$ cat src/rtl/uart_rx_pkg.sv
// Shared types and helpers for the parametrised UART receiver.
package uart_rx_pkg;

    typedef enum logic [2:0] {
        IDLE,
        START,
        DATA,
        PAR,
        STOP,
        BRKWAIT
    } state_t;

    localparam int PAR_NONE = 0;
    localparam int PAR_EVEN = 1;
    localparam int PAR_ODD  = 2;

    // Clocks per bit, rounded to nearest.
    function automatic int calc_div(input int clk_hz, input int baud);
        return (clk_hz + baud / 2) / baud;
    endfunction

endpackage

$ cat src/rtl/uart_rx_param_if.sv
// Receive-side word handshake and status pulses of the UART receiver.
interface uart_rx_param_if #(
    parameter int DATA_BITS = 8
);
    logic [DATA_BITS-1:0] rx_data;
    logic                 rx_valid;
    logic                 rx_ready;
    logic                 frame_err;
    logic                 parity_err;
    logic                 overrun;
    logic                 brk;
    logic [3:0]           onum_bits;

    modport master (
        output rx_data, rx_valid, frame_err, parity_err, overrun, brk, onum_bits,
        input  rx_ready
    );

    modport slave (
        input  rx_data, rx_valid, frame_err, parity_err, overrun, brk, onum_bits,
        output rx_ready
    );
endinterface

$ cat src/rtl/uart_rx_sync.sv
// Two-flop synchroniser for the serial line; resets to the idle-high level.
module uart_rx_sync (
    input  logic clk,
    input  logic rst,
    input  logic d,
    output logic q
);
    logic meta;

    always_ff @(posedge clk or posedge rst) begin
        if (rst) begin
            meta <= 1'b1;
            q    <= 1'b1;
        end else begin
            meta <= d;
            q    <= meta;
        end
    end
endmodule

$ cat src/rtl/uart_rx_param.sv
// Parametrised UART receiver with one-entry holding register and error pulses.
// Optional build macro UART_RX_MAJORITY_EN: 2-of-3 majority sampling per bit.
//
// state   | meaning
// IDLE    | line idle, waiting for falling edge
// START   | checking start bit at sample point
// DATA    | shifting in data bits, LSB first
// PAR     | checking parity bit
// STOP    | checking stop bit(s), delivering word
// BRKWAIT | break seen, waiting for line to return high
module uart_rx_param
    import uart_rx_pkg::*;
#(
    parameter int CLK_HZ    = 100_000_000,
    parameter int BAUD      = 115200,
    parameter int DATA_BITS = 8,
    parameter int PARITY    = PAR_NONE,
    parameter int STOP_BITS = 1
) (
    input  logic            clk,
    input  logic            rst,
    input  logic            rx,
    uart_rx_param_if.master bus
);
    localparam int DIV  = calc_div(CLK_HZ, BAUD);
    localparam int HALF = DIV / 2;
    localparam int CW   = $clog2(DIV);
    localparam int P    = (PARITY != PAR_NONE) ? 1 : 0;

    localparam logic [3:0] LAST_DATA  = 4'(DATA_BITS);
    localparam logic [3:0] FIRST_STOP = 4'(DATA_BITS + P + 1);
    localparam logic [3:0] LAST_STOP  = 4'(DATA_BITS + P + STOP_BITS);

    state_t               state;
    logic                 rxs, rxs_q;
    logic [CW-1:0]        cnt;
    logic [3:0]           bit_idx;
    logic [DATA_BITS-1:0] shreg, data_q;
    logic                 par_bit, par_bad, stop_bad;
    logic                 valid_q, fe_q, pe_q, ov_q, brk_q;
    logic                 samp, bit_val, bit_end, par_exp;

    uart_rx_sync u_sync (.clk(clk), .rst(rst), .d(rx), .q(rxs));

`ifdef UART_RX_MAJORITY_EN
    logic s_early, s_mid;

    always_ff @(posedge clk or posedge rst) begin
        if (rst) begin
            s_early <= 1'b1;
            s_mid   <= 1'b1;
        end else begin
            if (cnt == CW'(HALF - 1)) s_early <= rxs;
            if (cnt == CW'(HALF))     s_mid   <= rxs;
        end
    end

    assign samp    = (cnt == CW'(HALF + 1));
    assign bit_val = (s_early & s_mid) | (s_early & rxs) | (s_mid & rxs);
`else
    assign samp    = (cnt == CW'(HALF));
    assign bit_val = rxs;
`endif

    assign bit_end = (cnt == CW'(DIV - 1));
    assign par_exp = (PARITY == PAR_ODD) ? ~^shreg : ^shreg;

    always_ff @(posedge clk or posedge rst) begin
        if (rst) begin
            state    <= IDLE;
            rxs_q    <= 1'b1;
            cnt      <= '0;
            bit_idx  <= '0;
            shreg    <= '0;
            par_bit  <= 1'b0;
            par_bad  <= 1'b0;
            stop_bad <= 1'b0;
            data_q   <= '0;
            valid_q  <= 1'b0;
            fe_q     <= 1'b0;
            pe_q     <= 1'b0;
            ov_q     <= 1'b0;
            brk_q    <= 1'b0;
        end else begin
            rxs_q <= rxs;
            fe_q  <= 1'b0;
            pe_q  <= 1'b0;
            ov_q  <= 1'b0;
            brk_q <= 1'b0;
            if (valid_q && bus.rx_ready) valid_q <= 1'b0;
            cnt <= bit_end ? '0 : cnt + 1'b1;
            if (bit_end) bit_idx <= bit_idx + 1'b1;

            case (state)
                IDLE: begin
                    cnt     <= '0;
                    bit_idx <= '0;
                    if (rxs_q && !rxs) begin
                        state    <= START;
                        par_bit  <= 1'b0;
                        par_bad  <= 1'b0;
                        stop_bad <= 1'b0;
                    end
                end
                START: begin
                    if (samp) begin
                        state <= bit_val ? IDLE : DATA;
                        if (bit_val) bit_idx <= '0;
                    end
                end
                DATA: begin
                    if (samp) begin
                        shreg <= {bit_val, shreg[DATA_BITS-1:1]};
                        if (bit_idx == LAST_DATA) state <= (P != 0) ? PAR : STOP;
                    end
                end
                PAR: begin
                    if (samp) begin
                        par_bit <= bit_val;
                        par_bad <= (bit_val != par_exp);
                        state   <= STOP;
                    end
                end
                STOP: begin
                    if (samp) begin
                        // An all-zero frame through the first stop bit is a break, not a word.
                        if (bit_idx == FIRST_STOP && !bit_val && shreg == '0 && !par_bit) begin
                            brk_q   <= 1'b1;
                            fe_q    <= 1'b1;
                            bit_idx <= '0;
                            state   <= BRKWAIT;
                        end else if (bit_idx == LAST_STOP) begin
                            fe_q    <= stop_bad | ~bit_val;
                            pe_q    <= par_bad;
                            bit_idx <= '0;
                            state   <= IDLE;
                            if (!valid_q || bus.rx_ready) begin
                                data_q  <= shreg;
                                valid_q <= 1'b1;
                            end else begin
                                ov_q <= 1'b1;
                            end
                        end else begin
                            stop_bad <= stop_bad | ~bit_val;
                        end
                    end
                end
                BRKWAIT: begin
                    cnt     <= '0;
                    bit_idx <= '0;
                    if (rxs) state <= IDLE;
                end
                default: state <= IDLE;
            endcase
        end
    end

    assign bus.rx_data    = data_q;
    assign bus.rx_valid   = valid_q;
    assign bus.frame_err  = fe_q;
    assign bus.parity_err = pe_q;
    assign bus.overrun    = ov_q;
    assign bus.brk        = brk_q;
    assign bus.onum_bits  = bit_idx;
endmodule

$ cat src/flat_wrapper.sv
// flat-port wrapper written by rule: the top's interface ports become plain ports
module uart_rx_param_flat import uart_rx_pkg::*;
#(
    parameter int CLK_HZ    = 100_000_000,
    parameter int BAUD      = 115200,
    parameter int DATA_BITS = 8,
    parameter int PARITY    = PAR_NONE,
    parameter int STOP_BITS = 1
)
  (clk, rst, rx, bus_rx_data, bus_rx_valid, bus_frame_err, bus_parity_err, bus_overrun, bus_brk, bus_onum_bits, bus_rx_ready);
  uart_rx_param_if #(.DATA_BITS(DATA_BITS)) bus_i ();
  input  logic clk;
  input  logic rst;
  input  logic rx;
  output wire logic [$bits(bus_i.rx_data)-1:0] bus_rx_data;
  output wire logic [$bits(bus_i.rx_valid)-1:0] bus_rx_valid;
  output wire logic [$bits(bus_i.frame_err)-1:0] bus_frame_err;
  output wire logic [$bits(bus_i.parity_err)-1:0] bus_parity_err;
  output wire logic [$bits(bus_i.overrun)-1:0] bus_overrun;
  output wire logic [$bits(bus_i.brk)-1:0] bus_brk;
  output wire logic [$bits(bus_i.onum_bits)-1:0] bus_onum_bits;
  input wire logic [$bits(bus_i.rx_ready)-1:0] bus_rx_ready;
  assign bus_rx_data = bus_i.rx_data;
  assign bus_rx_valid = bus_i.rx_valid;
  assign bus_frame_err = bus_i.frame_err;
  assign bus_parity_err = bus_i.parity_err;
  assign bus_overrun = bus_i.overrun;
  assign bus_brk = bus_i.brk;
  assign bus_onum_bits = bus_i.onum_bits;
  assign bus_i.rx_ready = bus_rx_ready;
  uart_rx_param #(.CLK_HZ(CLK_HZ), .BAUD(BAUD), .DATA_BITS(DATA_BITS), .PARITY(PARITY), .STOP_BITS(STOP_BITS)) u_core (.clk(clk), .rst(rst), .rx(rx), .bus(bus_i));
endmodule
$ cat config.mk
export PLATFORM = sky130hd
export DESIGN_NAME = uart_rx_param_flat
export DESIGN_NICKNAME = d
export VERILOG_FILES = /design/src/rtl/uart_rx_pkg.sv /design/src/rtl/uart_rx_param_if.sv /design/src/rtl/uart_rx_sync.sv /design/src/rtl/uart_rx_param.sv /design/src/flat_wrapper.sv
export SDC_FILE = /design/constraint.sdc
export NUM_CORES = 1
export LEC_CHECK = 0
export ABC_AREA = 1
export CAP_MARGIN = 25
export CORE_MARGIN = 1.5
export CORE_UTILIZATION = 59
export DETAILED_ROUTE_END_ITERATION = 6
export PLACE_DENSITY = 0.81
export SYNTH_ARGS = -nofsm -noshare
export SYNTH_HDL_FRONTEND = slang
export SYNTH_SLANG_ARGS = --single-unit
export TNS_END_PERCENT = 20
$ cat constraint.sdc
create_clock -name clk -period 5.1 [get_ports clk]
set_clock_uncertainty 0.2 [all_clocks]
set_input_delay 0.765 -clock clk [delete_from_list [all_inputs] [get_ports clk]]
set_output_delay 0.765 -clock clk [all_outputs]
set_load 0.05 [all_outputs]
; Word level (Yosys, flattened, before mapping)
; Index checks and enable logic that the tools add are counted.
[totals]
reg_bits = 44
input_bits = 4
output_inout_bits = 17
elab_cells = 112
[op_classes]
add_sub_neg = 2
eq_ne = 20
n_mux = 51
n_bitwise = 3
n_reduce_logical = 20
[ops]
columns = cell, n
row1 = 1-bit two-way mux, 28
row2 = 3-bit two-way mux, 9
row3 = 4-bit two-way mux, 6
row4 = 10-bit two-way mux, 2
row5 = 3-bit one-hot mux with 6 select lines, 1
row6 = 2-bit by 1-bit inequality test with 1-bit output (second input constant), 6
row7 = 4-bit one-hot mux with 3 select lines, 1
row8 = 10-bit by 1-bit adder with 10-bit output (second input constant), 1
row9 = 10-bit == test (second input constant), 1
row10 = 10-bit by 9-bit == test with 1-bit output (second input constant), 1
row11 = 5-bit AND reduction, 2
row12 = 4-bit == test (second input constant), 2
row13 = 8-bit logical NOT, 1
row14 = 8-bit AND reduction, 1
row15 = 8-bit XOR reduction, 1
row16 = 3-bit by 2-bit == test with 1-bit output (second input constant), 2
row17 = 3-bit == test (second input constant), 2
row18 = 2-bit inequality test (second input constant), 3
row19 = 1-bit one-hot mux with 2 select lines, 3
row20 = 1-bit logical AND, 5
row21 = 4-bit by 1-bit adder with 4-bit output (second input constant), 1
row22 = 2-bit nonzero test, 2
row23 = 3-bit by 1-bit == test with 1-bit output (second input constant), 1
row24 = 1-bit logical NOT, 3
row25 = 10 further kinds, 11

; Logic depth before layout (Yosys ltp)
; Gate-level depths: netlist of run 1.
[logic_depth]
word_depth = 7
depth_mapped = 11
ltp_nobuf = 11

; Hierarchy
; A second synthesis of run 1 with hierarchy kept.
[hier_totals]
hier_cells = 302
hier_area_um2 = 2406.1
[by_module_without_submodules]
columns = mod, instances, cells_per_inst, area_each_um2, seq_area_each_um2
row1 = uart_rx_param, 1, 299, 2349.8, 1052.3
row2 = uart_rx_sync, 1, 3, 56.3, 52.6

; Worst setup path before layout of run 1
; OpenSTA, ideal clock, no wires.
[synth_timing]
path_type = reg2reg
startpoint = register u_core.bit_idx[0] (netlist: u_core.bus.onum_bits[0])
endpoint = register u_core.state[1]
setup_ns = 0.117
t_arrival_ns = 1.667
required_time_ns = 4.783
slack_ns = 3.116
stages_incl_launch_ff = 11
n_path_buf = 0
synth_period_minus_slack_ns = 1.984
path_cell_list = dfrtp_1 -> ha_1 -> nand3_1 -> inv_1 -> nor2_1 -> nor2_1 -> nand2_1 -> nor2_4 -> nand2_1 -> nand2_1 -> nand2_1
[synth_via]
elab_chain_len = 7
word_cells_on_any_way = 11
classes_between = eq/ne: 4 / mux: 3 / reduce/logical: 4
[synth_lines]
columns = item, line_no
row1 = start: declaration, uart_rx_param.sv:37  ; logic [3:0] bit_idx;
row2 = start signal: assignment, uart_rx_param.sv:92  ; if (bit_end) bit_idx <= bit_idx + 1'b1;
row3 = 4-bit == test, "uart_rx_param.sv:127, uart_rx_param.sv:132"
row4 = 1-bit logical AND (3 in a row), uart_rx_param.sv:127  ; if (bit_idx == FIRST_STOP && !bit_val && shreg == '0 && !par_bit) begin
row5 = 3-bit two-way mux, uart_rx_param.sv:127
row6 = 3-bit two-way mux, uart_rx_param.sv:125  ; if (samp) begin
row7 = 3-bit one-hot mux with 6 select lines, uart_rx_param.sv:94  ; case (state)
row8 = end signal: assignment, uart_rx_param.sv:107  ; state <= bit_val ? IDLE : DATA;
row9 = end signal: assignment, uart_rx_param.sv:114  ; if (bit_idx == LAST_DATA) state <= (P != 0) ? PAR : STOP;
row10 = end: declaration, uart_rx_param.sv:34  ; state_t state;
; Several ways; a longest one is shown, not always the timed one. The select of a mux whose other input is x is not followed.
; A chain may end at the register's enable or synchronous reset.

; Final worst setup path of run 1
[layout_timing]
startpoint = register u_core.bit_idx[0] (netlist: u_core.bus.onum_bits[0])
endpoint = output port bus_onum_bits[0]
[layout_rtl]
columns = item, line_no
row1 = end: declaration, flat_wrapper.sv:21  ; output wire logic [$bits(bus_i.onum_bits)-1:0] bus_onum_bits;
; No word-level cell between the ends.

==> results of run 1 <==
registers in the layout (all words and copies together) (netlist names), 3 cells and up:
name	count
u_core.bus.onum_bits	4
u_core.shreg	8
u_core.bus.rx_data	8
u_core.cnt	10
u_core.state	3
per-layer routing:
layer	up-vias	routed length, um	track usage
met5	-	0	0
met4	0	51	0.0547
met3	6	165	0.0511
met2	38	2050	0.374
met1	830	1950	0.307
li1	905	-	-
cells in the mapped netlist (all sizes together), types with 2 or more instances:
| master | n | area [um2] |
|---|---|---|
| nand2 | 77 | 309 |
| dfrtp | 41 | 1030 |
| inv | 33 | 124 |
| nor2 | 32 | 178 |
| o21ai | 22 | 140 |
| nand3 | 17 | 113 |
| ha | 9 | 113 |
| nor3 | 7 | 35.0 |
| xor2 | 7 | 61.3 |
| nand4 | 5 | 46.3 |
| a21oi | 4 | 23.8 |
| dfstp | 3 | 78.8 |
| buf | 2 | 16.3 |
| nand3b | 2 | 15.0 |
| xnor2 | 2 | 17.5 |
cell type report:
| cell class | instances | area, um2 | area share |
|---|---|---|---|
| Multi-Input combinational cell | 188 | 1080 | 0.401 |
| Tap cell | 48 | 60.1 | 0.0223 |
| Sequential cell | 44 | 1100 | 0.411 |
| Clock buffer | 5 | 68.8 | 0.0256 |
| Inverter | 34 | 129 | 0.0479 |
| Timing Repair Buffer | 21 | 208 | 0.0772 |
| Clock inverter | 3 | 42.5 | 0.0158 |
power breakdown:
group	leakage (uW)	switching, uW	internal, uW
registers	0.000598	32.2	372
clock network	0.0000541	114	145
logic	0.000647	154	76.2
total	0.00130	300	593
worst max path at each step:
stage	from	endpoint	slack [ns]	cells past startpoint
after detailed placement	bus_rx_ready	u_core.bus.rx_data[0]	2.84	7
final	u_core.bus.onum_bits[0]	bus_onum_bits[0]	2.52	1
after floorplan	rst	u_core.bus.brk	3.11	1
after global placement	u_core.bus.onum_bits[0]	bus_onum_bits[0]	2.90	1
after CTS	u_core.bus.onum_bits[0]	bus_onum_bits[0]	2.52	1
after global routing	u_core.bus.onum_bits[0]	bus_onum_bits[0]	2.48	1
kinds of logic (layout without fill, tap and decap cells):
logic type                 count (synthesis)  count (layout)  share of synthesized area
and+or+nand+nor                          142             142                      0.305
buffers and inverters                     36              63                     0.0623
adders and majority gates                  9               9                     0.0484
DFF                                       44              44                      0.474
xor gates and xnor gates                   9               9                     0.0339
AOI/OAI and AO/OA                         28              28                     0.0763
stage by stage:
| stage | hold slack [ns] | setup slack, ns |
|---|---|---|
| final | 0.158 | 2.52 |
| after floorplan | 0.145 | 3.11 |
| after CTS | 0.159 | 2.52 |
| after detailed placement | 0.147 | 2.84 |
| after global routing | 0.161 | 2.48 |
| after global placement | 0.146 | 2.90 |
==> summary.md, run 1 <==
| Metric | Value |
|---|---|
| Fmax achieved | roughly 390 MHz |
| Most frequent cells in the layout | 71 x nand2_1, 41 x dfrtp_1, 31 x inv_1 |
| Worst ir drop on vdd | roughly 0.26 mV |
| Placed cell area | 0.00258 mm2 |
| Worst Reg-to-Reg Cells | 11 |
| First-pass GRT wire length | 7530 um |
| CTS tree | done |
| Gate Count Post-Synth | about 270 |
| Final net count | ~300 |
| R2r startpoint | u_core.cnt[0] |
| CP Cell Sequence | clkdlybuf4s50_1 |
| R2r endpoint | u_core.state[2] |
| Avg Cell Area, Syn | 8.69 um2 |
| Initial DRC count | 174 |
| Post-synthesis sequential area ratio | 0.474 |
| Syn. warnings | 0 |
| Yosys cell types | 32 |
| Layout cell share with drive strength beyond 1 | 0.146 |
| Port bufs | 20 |
| Final hold violations | 0 |
| Largest net degree at the start of global routing | 45 |
| Starting Density | 0.627 |
| Antenna Cells | 0 |
| Syn Std Cell Area | 0.00233 mm2 |
| WL final | ~4200 um |
| Unrepaired setup endpoints after global routing | false |
| Core area | 0.00372 mm2 |
| Initial antenna violation count | 0 |
| Setup bufs post-CTS | 0 |
| Worst relative slew slack | 0.645 |
| Startpoint of the worst hold path | u_core.u_sync.meta |
| H-Tree Depth | 2 |
| Top cell family by delay on the critical path | buffers and inverters |
| Power Density | 332 mW/mm2 |
| Overall Power | 894 uW |
| Fin crit share | 0.505 |
| Critical-path top delay cell | clkdlybuf4s50_1 |
| # DRC | 0 |
| Clock Path Buffers | 2 |
| Worst EP required | 4.14 ns |
| Routability congestion estimate | between 0.8 and 0.9 |
| CP endpoint kind | primary output |
| Post-cts resize count | 0 |
| Cts bufs inserted | 5 |
| Setup_tns | 0 ns |
| Crit-path max cell delay | approximately 0.86 ns |
| # rows | 22 |
| Die area | 0.00433 mm2 |
| Final ANT Viol Nets | 0 |
| Ports | 21 |
| CTS sink cnt | 44 |
| Number of fill cells | between 200 and 300 |
| Ys async rst share | 1.00 |
| Reg2Reg Setup Slack | roughly 3.1 ns |
| Leakage | around 0.0013 uW |
| Worst hold path class | flop to flop |
| Arrival time worst endpoint | approximately 1.6 ns |
| Vias in the first global route | between 1.5k and 2k |
| Die Width | 65.8 um |
| Hold endpoint | u_core.u_sync.q |
| Post-route insts no fill | ~340 |
| Commonest non-fill, non-tap cell in the layout | nand2_1 |
| Die Y-Extent | ~66 um |
| Hold path depth | 0 |
| DR WL/cell | between 10 and 15 um |
| Congestion Overflow GR | 0 |
| Tmin final | 2.58 ns |
| Hold_buf cts | 0 |
| # setup viols final | 0 |
| Area growth syn-to-layout | 15.6% |
| Vias per inst | roughly 5.2 |
| Crit start category | flop |
| Worst-Skew Late Latency | approximately 0.29 ns |
| Yosys reg bits | between 40 and 50 |
| First-pass detailed-route iteration total | 4 |
| MaxCap Viol Count | 0 |
| Primary FF master, synth | dfrtp_1 |
| Via count | 1779 |
| Finished Cell Area | about 0.0027 mm2 |
| Clock transition at path regs | around 0.080 ns |
| Crit path kind | flop to primary output |
| Status | completed |
| Max-slew violation count | 0 |
| Finished Core Util | 0.724 |
| Maximum fanout along the worst path | 6 |
| Mapped Nets | approximately 280 |
| Tightest Pin Transition | 0.533 ns |
| GRT Util Overall | 0.228 |
| Number of synthesized flops with an enable pin | 0 |
| Final HPWL DP | roughly 3200 um |
| Buf/Inv on CP | 1 |
| Cell total after placement | approximately 340 |
| CTS Root Cell | clkbuf_8 |
Power figures use the tool's default switching activity.
==> inputs of run 2 (changes only) <==
Settings changed: CORE_UTILIZATION 59 to 51, PLACE_DENSITY 0.81 to 0.75.
Clock period 5.1 ns to 2.1 ns, I/O delays scaled along.
==> run 2 against run 1 <==
Net effect: register-to-register slack got worse by 2.9 ns; via count fell by 2.3%; first-iteration DRC count fell by 26%; power rose by 150%; utilization fell by 10 points; die area rose by 15%; worst setup slack got worse by 2.4 ns; critical path type unchanged.
==> summary.md, run 2 (synthesis gave the netlist of run 1 again) <==
| Metric | Value |
|---|---|
| Status | completed |
| Via count | 1738 (-2.3%) |
| Final HPWL DP | 3160 um (-0.89%) |
| Arrival time worst endpoint | 1.46 ns (-0.15 ns) |
| Antenna Cells | 0 (unchanged) |
| Hold_buf cts | 0 (unchanged) |
| Clock Path Buffers | 2 (unchanged) |
| MaxCap Viol Count | 0 (unchanged) |
| Die area | 0.00498 mm2 (+15%) |
| CTS Root Cell | clkbuf_8 |
| DR WL/cell | 12.0 um (-1.9%) |
| # rows | 24 (+9.1%) |
| Initial antenna violation count | 0 (unchanged) |
| Final net count | 307 (unchanged) |
| Initial DRC count | 129 (-26%) |
| Vias per inst | 5.01 (-3.4%) |
| WL final | 4180 um (-0.76%) |
| Ports | 21 (unchanged) |
| Worst hold slack | 0.144 ns (-0.0135 ns) |
| Top cell family by delay on the critical path | buffers and inverters |
| Finished Cell Area | 0.00272 mm2 (+1.1%) |
| Worst relative slew slack | 0.658 (+0.0126) |
| Placed cell area | 0.00259 mm2 (+0.58%) |
| Worst Reg-to-Reg Cells | 11 (unchanged) |
| Die Width | 70.6 um (+7.2%) |
| Die Y-Extent | 70.6 um (+7.2%) |
| Final ANT Viol Nets | 0 (unchanged) |
| Critical-path top delay cell | clkdlybuf4s50_1 |
| Crit start category | flop |
| CP Cell Sequence | clkdlybuf4s50_1 |
| Commonest non-fill, non-tap cell in the layout | nand2_1 |
| Area growth syn-to-layout | 16.8% |
| Tmin final | just under 2 ns |
| GRT Util Overall | 0.192 (-0.0360) |
| Tightest Pin Transition | 0.513 ns (-0.0197 ns) |
| Congestion Overflow GR | 0 (unchanged) |
| Max FFs per register | 10 (unchanged) |
| Worst-Skew Late Latency | 0.30 ns (about the same) |
| Power Density | 805 mW/mm2 (+140%) |
| Worst path depth | 1 (unchanged) |
| Starting Density | 0.531 (-0.0955) |
| CTS tree | done |
| CP endpoint kind | primary output |
| Port bufs | 20 (unchanged) |
| Clock transition at path regs | 0.09 ns (about the same) |
| # DRC | 0 (unchanged) |
| Buf/Inv on CP | 1 (unchanged) |
| Worst hold path class | input pin to async pin |
| Setup_tns | 0 ns (unchanged) |
| Routability congestion estimate | 0.882 (+0.75%) |
| Leakage | 0.00136 uW (+4.9%) |
| Final hold violations | 0 (unchanged) |
| Core area | 0.00438 mm2 (+18%) |
| H-Tree Depth | 2 (unchanged) |
| Crit path kind | flop to primary output |
| Unrepaired setup endpoints after global routing | false |
| Largest register by flop count | u_core.cnt |
| Worst EP required | 1.58 ns (-2.56 ns) |
| Vias in the first global route | 1755 (+2.8%) |
| Maximum fanout along the worst path | 2 (-4) |
| # setup viols final | 0 (unchanged) |
| First-pass GRT wire length | 7590 um (+0.74%) |
| Max-slew violation count | 0 (unchanged) |
| Finished Core Util | 0.620 (-0.104) |
| CTS sink cnt | 44 (unchanged) |
| Fin crit share | 0.940 |
| Overall Power | 2190 uW (+150%) |
| Worst ir drop on vdd | 0.420 mV (+62%) |
| First-pass detailed-route iteration total | 4 (unchanged) |
| Fmax achieved | about 510 MHz |
| Largest net degree at the start of global routing | 45 (unchanged) |
| Crit-path max cell delay | 0.80 ns (-0.06 ns) |
| Most frequent cells in the layout | 70 x nand2_1, 41 x dfrtp_1, 30 x inv_1 |
| Layout cell share with drive strength beyond 1 | 0.156 (+0.0102) |
| Cts bufs inserted | 5 (unchanged) |
==> run 2: path summary, 6_finish.rpt <==
| kind | startpoint | endpoint | slack, ns |
|---|---|---|---|
| worst max-delay path | u_core.bus.rx_data[3] | bus_rx_data[3] | 0.13 |
| worst max register to register | u_core.cnt[0] | u_core.state[1] | 0.18 |
| worst min-delay path | rst | u_core.bus.rx_data[3] | 0.14 |
| min in group clk | u_core.u_sync.meta | u_core.u_sync.q | 0.16 |
| max in group asynchronous | rst | u_core.u_sync.q | 1.29 |
| worst min register to register | u_core.u_sync.meta | u_core.u_sync.q | 0.16 |
==> run 2: per-layer routing <==
| metal | part of all wire | track usage | wire, um |
|---|---|---|---|
| met5 | 0 | 0 | 0 |
| met4 | 0.015 | 0.0650 | 62 |
| met3 | 0.025 | 0.0484 | 106 |
| met2 | 0.48 | 0.321 | 2000 |
| met1 | 0.48 | 0.245 | 2010 |
==> run 2: power breakdown <==
part	switching, uW	leakage, uW	internal (uW)
Combinational	362	0.000709	188
Clock	302	0.0000548	358
Sequential	76.7	0.000598	904
==> run 2: cell type report <==
| cell class | instances | area [um2] |
|---|---|---|
| fill | 383 | 1660 |
| sequential | 44 | 1100 |
| multi-input combinational | 188 | 1080 |
| timing repair buffer | 21 | 225 |
| inverter | 34 | 129 |
| clock buffer | 5 | 68.8 |
| tap | 52 | 65.1 |
| clock inverter | 3 | 46.3 |
==> run 2: what timing repair did <==
action / CTS / global route
resized for setup: 0 / 5
buffers inserted: 0 / 0
endpoints found under the setup margin: 0 / 5
==> run 2: through the flow <==
| step | setup WS [ns] | cells |
|---|---|---|
| after floorplan | 0.116 | 268 |
| after global placement | 0.214 | 339 |
| after detailed placement | 0.164 | 339 |
| after CTS | 0.0124 | 347 |
| after global routing | 0.0136 | 347 |
| final | 0.125 | 347 |
==> run 2: worst register-to-register path: cells and delay by family (launching register included) <==
family                   cells  cell delay [ns]
flip-flops                   1             0.43
AND/OR/NAND/NOR              9             0.97
adder cells (fa/ha/maj)      1             0.15
buffers and inverters        1             0.08
==> inputs of run 3 (changes only) <==
Settings changed: ABC_AREA 1 to default, CORE_UTILIZATION 51 to 56, CTS_CLUSTER_SIZE from default to 10, DONT_BUFFER_PORTS from default to 1, PLACE_DENSITY 0.75 to 0.74.
==> run 3 against run 2 <==
Net effect: flip-flop and latch count did not move; area after synthesis fell by 7.0%; largest power group unchanged; non-clock buffer count rose by 6; hold slack got worse by 0.038 ns; clock power fell by 22%; combinational power fell by 33%; power fell by 17%; first-iteration DRC count rose by 26%; sequential share of layout area rose by 1.5 points; sequential power fell by 5.7%; largest cell class unchanged; global-route usage rose by 3.0 points.
==> summary.md, run 3 <==
| Metric | Value |
|---|---|
| Port bufs | 0 (-100%) |
| R2r startpoint | u_core.bus.onum_bits[1] |
| CTS Root Cell | clkbuf_8 |
| Area growth syn-to-layout | 21.5% |
| Gate Count Post-Synth | 196 (-27%) |
| Switch share | 0.294 (-0.0439) |
| Cell accounting for the most synthesized area | dfrtp_1 |
| Arrival time worst endpoint | 2.06 ns (+0.60 ns) |
| Status | completed |
| Startpoint of the worst hold path | bus_rx_ready |
| Clk network pwr share | 0.284 (-0.017) |
| Routability congestion estimate | 0.930 (+5.5%) |
| Pre-CTS setup slack | -0.231 ns (-0.395 ns) |
| Initial antenna violation count | 0 (unchanged) |
| Vias per inst | 5.60 (+12%) |
| Number of synthesized flops with an enable pin | 0 (unchanged) |
| Starting Density | 0.587 (+0.0561) |
| Finished Core Util | 0.714 (+0.0933) |
| Maximum fanout along the worst path | 8 (+6) |
| Via count | 1535 (-12%) |
| Post-synthesis sequential area ratio | 0.510 (+0.0356) |
| Die Width | 65.2 um (-7.6%) |
| Yosys reg bits | 44 (unchanged) |
| CP endpoint kind | flop |
| Fin crit share | 0.992 (+0.0516) |
| Most frequent cells in the layout | 38 x dfrtp_1, 22 x buf_4, 18 x nor2_1 |
| DR WL/cell | 15.7 um (+30%) |
| Die Y-Extent | 65.2 um (-7.6%) |
| Congestion Overflow GR | 0 (unchanged) |
| GRT Util Overall | 0.222 (+0.0302) |
| Max-slew violation count | 0 (unchanged) |
| Final HPWL DP | 2980 um (-5.6%) |
| Cell-internal power | 1280 uW (-12%) |
| CTS sink cnt | 44 (unchanged) |
| Antenna Cells | 0 (unchanged) |
| Final hold violations | 0 (unchanged) |
| Synth top area cells | dfrtp_1 47%, ha_1 5.2%, mux2i_1 4.6% |
| Mapped Nets | 209 (-26%) |
| Share of the synthesized area in the top cell type | 0.474 (+0.0331) |
| First-pass GRT wire length | 7200 um (-5.2%) |
| Largest register by flop count | u_core.cnt |
| Tmin final | 2.08 ns (+0.108 ns) |
| Largest net degree at the start of global routing | 45 (unchanged) |
| Fmax achieved | 480 MHz (-5.2%) |
| Clock transition at path regs | 0.08 ns (about the same) |
| Syn Std Cell Area | 0.00217 mm2 (-7.0%) |
| Cts bufs inserted | 5 (unchanged) |
| Core area | 0.00369 mm2 (-16%) |
| Max FFs per register | 10 (unchanged) |
| H-Tree Depth | 2 (unchanged) |
| Psw | 532 uW (-28%) |
| Tightest Pin Transition | 0.539 ns (+0.0260 ns) |
| Setup_tns | 0 ns (unchanged) |
| Crit start category | flop |
| Clock Path Buffers | 2 (unchanged) |
| Power Density | 687 mW/mm2 (-15%) |
| Finished Cell Area | 0.00263 mm2 (-3.2%) |
| Hold path depth | 2 |
| Worst ir drop on vdd | 0.790 mV (+88%) |
| Cell total after placement | 261 (-23%) |
| Primary FF master, synth | dfrtp_1 |
| # rows | 22 (-8.3%) |
| Worst relative slew slack | 0.641 (-0.0168) |
| Die area | 0.00425 mm2 (-15%) |
| Worst-Skew Late Latency | 0.29 ns (about the same) |
| Unrepaired setup endpoints after global routing | true |
| PnR worst setup slack | 0.0168 ns (-0.108 ns) |
| Final ANT Viol Nets | 0 (unchanged) |
| Top post-synthesis cells by count | 41 x dfrtp_1, 19 x inv_1, 19 x nor2_1, 10 x mux2i_1 |
| Syn. warnings | 0 (unchanged) |
| Power share of the combinational group | 0.205 (-0.046) |
| Vias in the first global route | 1585 (-9.7%) |
| Placed cell area | 0.00237 mm2 (-8.5%) |
| Yosys cell types | 41 (+28%) |
| First-pass detailed-route iteration total | 4 (unchanged) |
| CTS tree | done |
| Avg Cell Area, Syn | 11.1 um2 (+27%) |
| # DRC | 0 (unchanged) |
| Initial DRC count | 162 (+26%) |
| Ports | 21 (unchanged) |
| Post-route insts no fill | 274 (-21%) |
| Final net count | 238 (-22%) |
| Critical Path Start | u_core.bus.onum_bits[1] |
| Worst EP required | 2.08 ns (+0.50 ns) |
| WL final | 4300 um (+2.8%) |
| Count leader, synth | dfrtp_1 |
| Worst Reg-to-Reg Cells | 7 (-4) |
| MaxCap Viol Count | 0 (unchanged) |
| Worst hold path class | input pin to flop |
| Ys async rst share | 1.00 (unchanged) |
| Commonest non-fill, non-tap cell in the layout | dfrtp_1 |
| Crit path kind | flop to flop |
| Sequential Power Share | 0.511 (+0.063) |
| # setup viols final | 0 (unchanged) |
| Leakage | 0.00126 uW (-7.2%) |
| Layout cell share with drive strength beyond 1 | 0.288 (+0.132) |
[run 3: cell count changes in the layout (fill, tap and decap cells not counted), moves of 6 or more]
| cell | before | now |
|---|---|---|
| a21oi_1 | 3 | 9 |
| buf_4 | 1 | 22 |
| clkdlybuf4s50_1 | 16 | 0 |
| inv_1 | 30 | 17 |
| mux2_4 | 0 | 8 |
| mux2i_1 | 0 | 10 |
| nand2_1 | 70 | 3 |
| nand2_2 | 6 | 0 |
| nand3_1 | 13 | 6 |
| nor2_4 | 7 | 1 |
| nor3_1 | 7 | 1 |
| o21ai_1 | 9 | 1 |
| o21ai_2 | 8 | 0 |
[run 3: cell type report]
cell class | instances | area, um2
clock buffers | 7 | 76.3
well taps | 48 | 60.1
multi-input cells | 128 | 1090
inverters | 19 | 71.3
flip-flops and latches | 44 | 1110
clock inverters | 1 | 8.76
fillers | 281 | 1060
repair buffers | 27 | 219
[run 3: per-layer routing]
| layer | GRT usage | routed length [um] | up-vias |
|---|---|---|---|
| li1 | - | - | 740 |
| met1 | 0.305 | 1950 | 750 |
| met2 | 0.344 | 2100 | 41 |
| met3 | 0.0531 | 194 | 4 |
| met4 | 0.0807 | 46 | 0 |
| met5 | 0 | 0 | - |
[run 3: path summary, 6_finish.rpt]
path / slack (ns) / to
worst max-delay path: 0.02 / u_core.bus.rx_data[1]
worst min register to register: 0.16 / u_core.u_sync.q
max in group asynchronous: 0.90 / u_core.bus.onum_bits[0]
worst min-delay path: 0.11 / u_core.bus.overrun
worst max register to register: 0.02 / u_core.bus.rx_data[1]
min in group asynchronous: 0.41 / u_core.shreg[6]
[run 3: per-stage QoR]
step           hold slack, ns  total power [uW]
6_report                0.107              1810
2_1_floorplan           0.119              1150
5_1_grt                 0.105              1910
4_1_cts                0.0701              1790
3_5_place_dp            0.120              1260
3_3_place_gp            0.120              1240
[run 3: critical path: stages (launching register included)]
cell	delay, ns
dfrtp_2	0.41
inv_2	0.06
ha_2	0.16
and3b_2	0.21
nand4_1	0.15
nor4b_4	0.26
buf_6	0.20
mux2_4	0.31
[run 3: cells by family (layout without fill, tap and decap cells)]
| family | Yosys count | after routing | share of synthesized area |
|---|---|---|---|
| AOI/OAI and AO/OA | 25 | 25 | 0.0734 |
| xor gates and xnor gates | 15 | 15 | 0.0670 |
| adders and majority gates | 9 | 9 | 0.0520 |
| buffers and inverters | 24 | 54 | 0.0422 |
| DFF | 44 | 44 | 0.510 |
| muxes | 18 | 18 | 0.0878 |
| and+or+nand+nor | 61 | 61 | 0.168 |
[run 3: power by group through the flow]
stage / sequential, uW / combinational, uW / clock [uW]
final: 925 / 371 / 514
after global routing: 931 / 416 / 561
after CTS: 912 / 348 / 533
after detailed placement: 932 / 324 / 0
after global placement: 926 / 310 / 0
after floorplan: 928 / 219 / 0
[run 3: what timing repair did]
action	CTS	global route
hold buffers	2	0
endpoints found under the setup margin	20	36
cloned	0	0
pin swaps	2	6
setup buffers	2	1
gates resized for setup	10	21
hold endpoints to repair	42	0
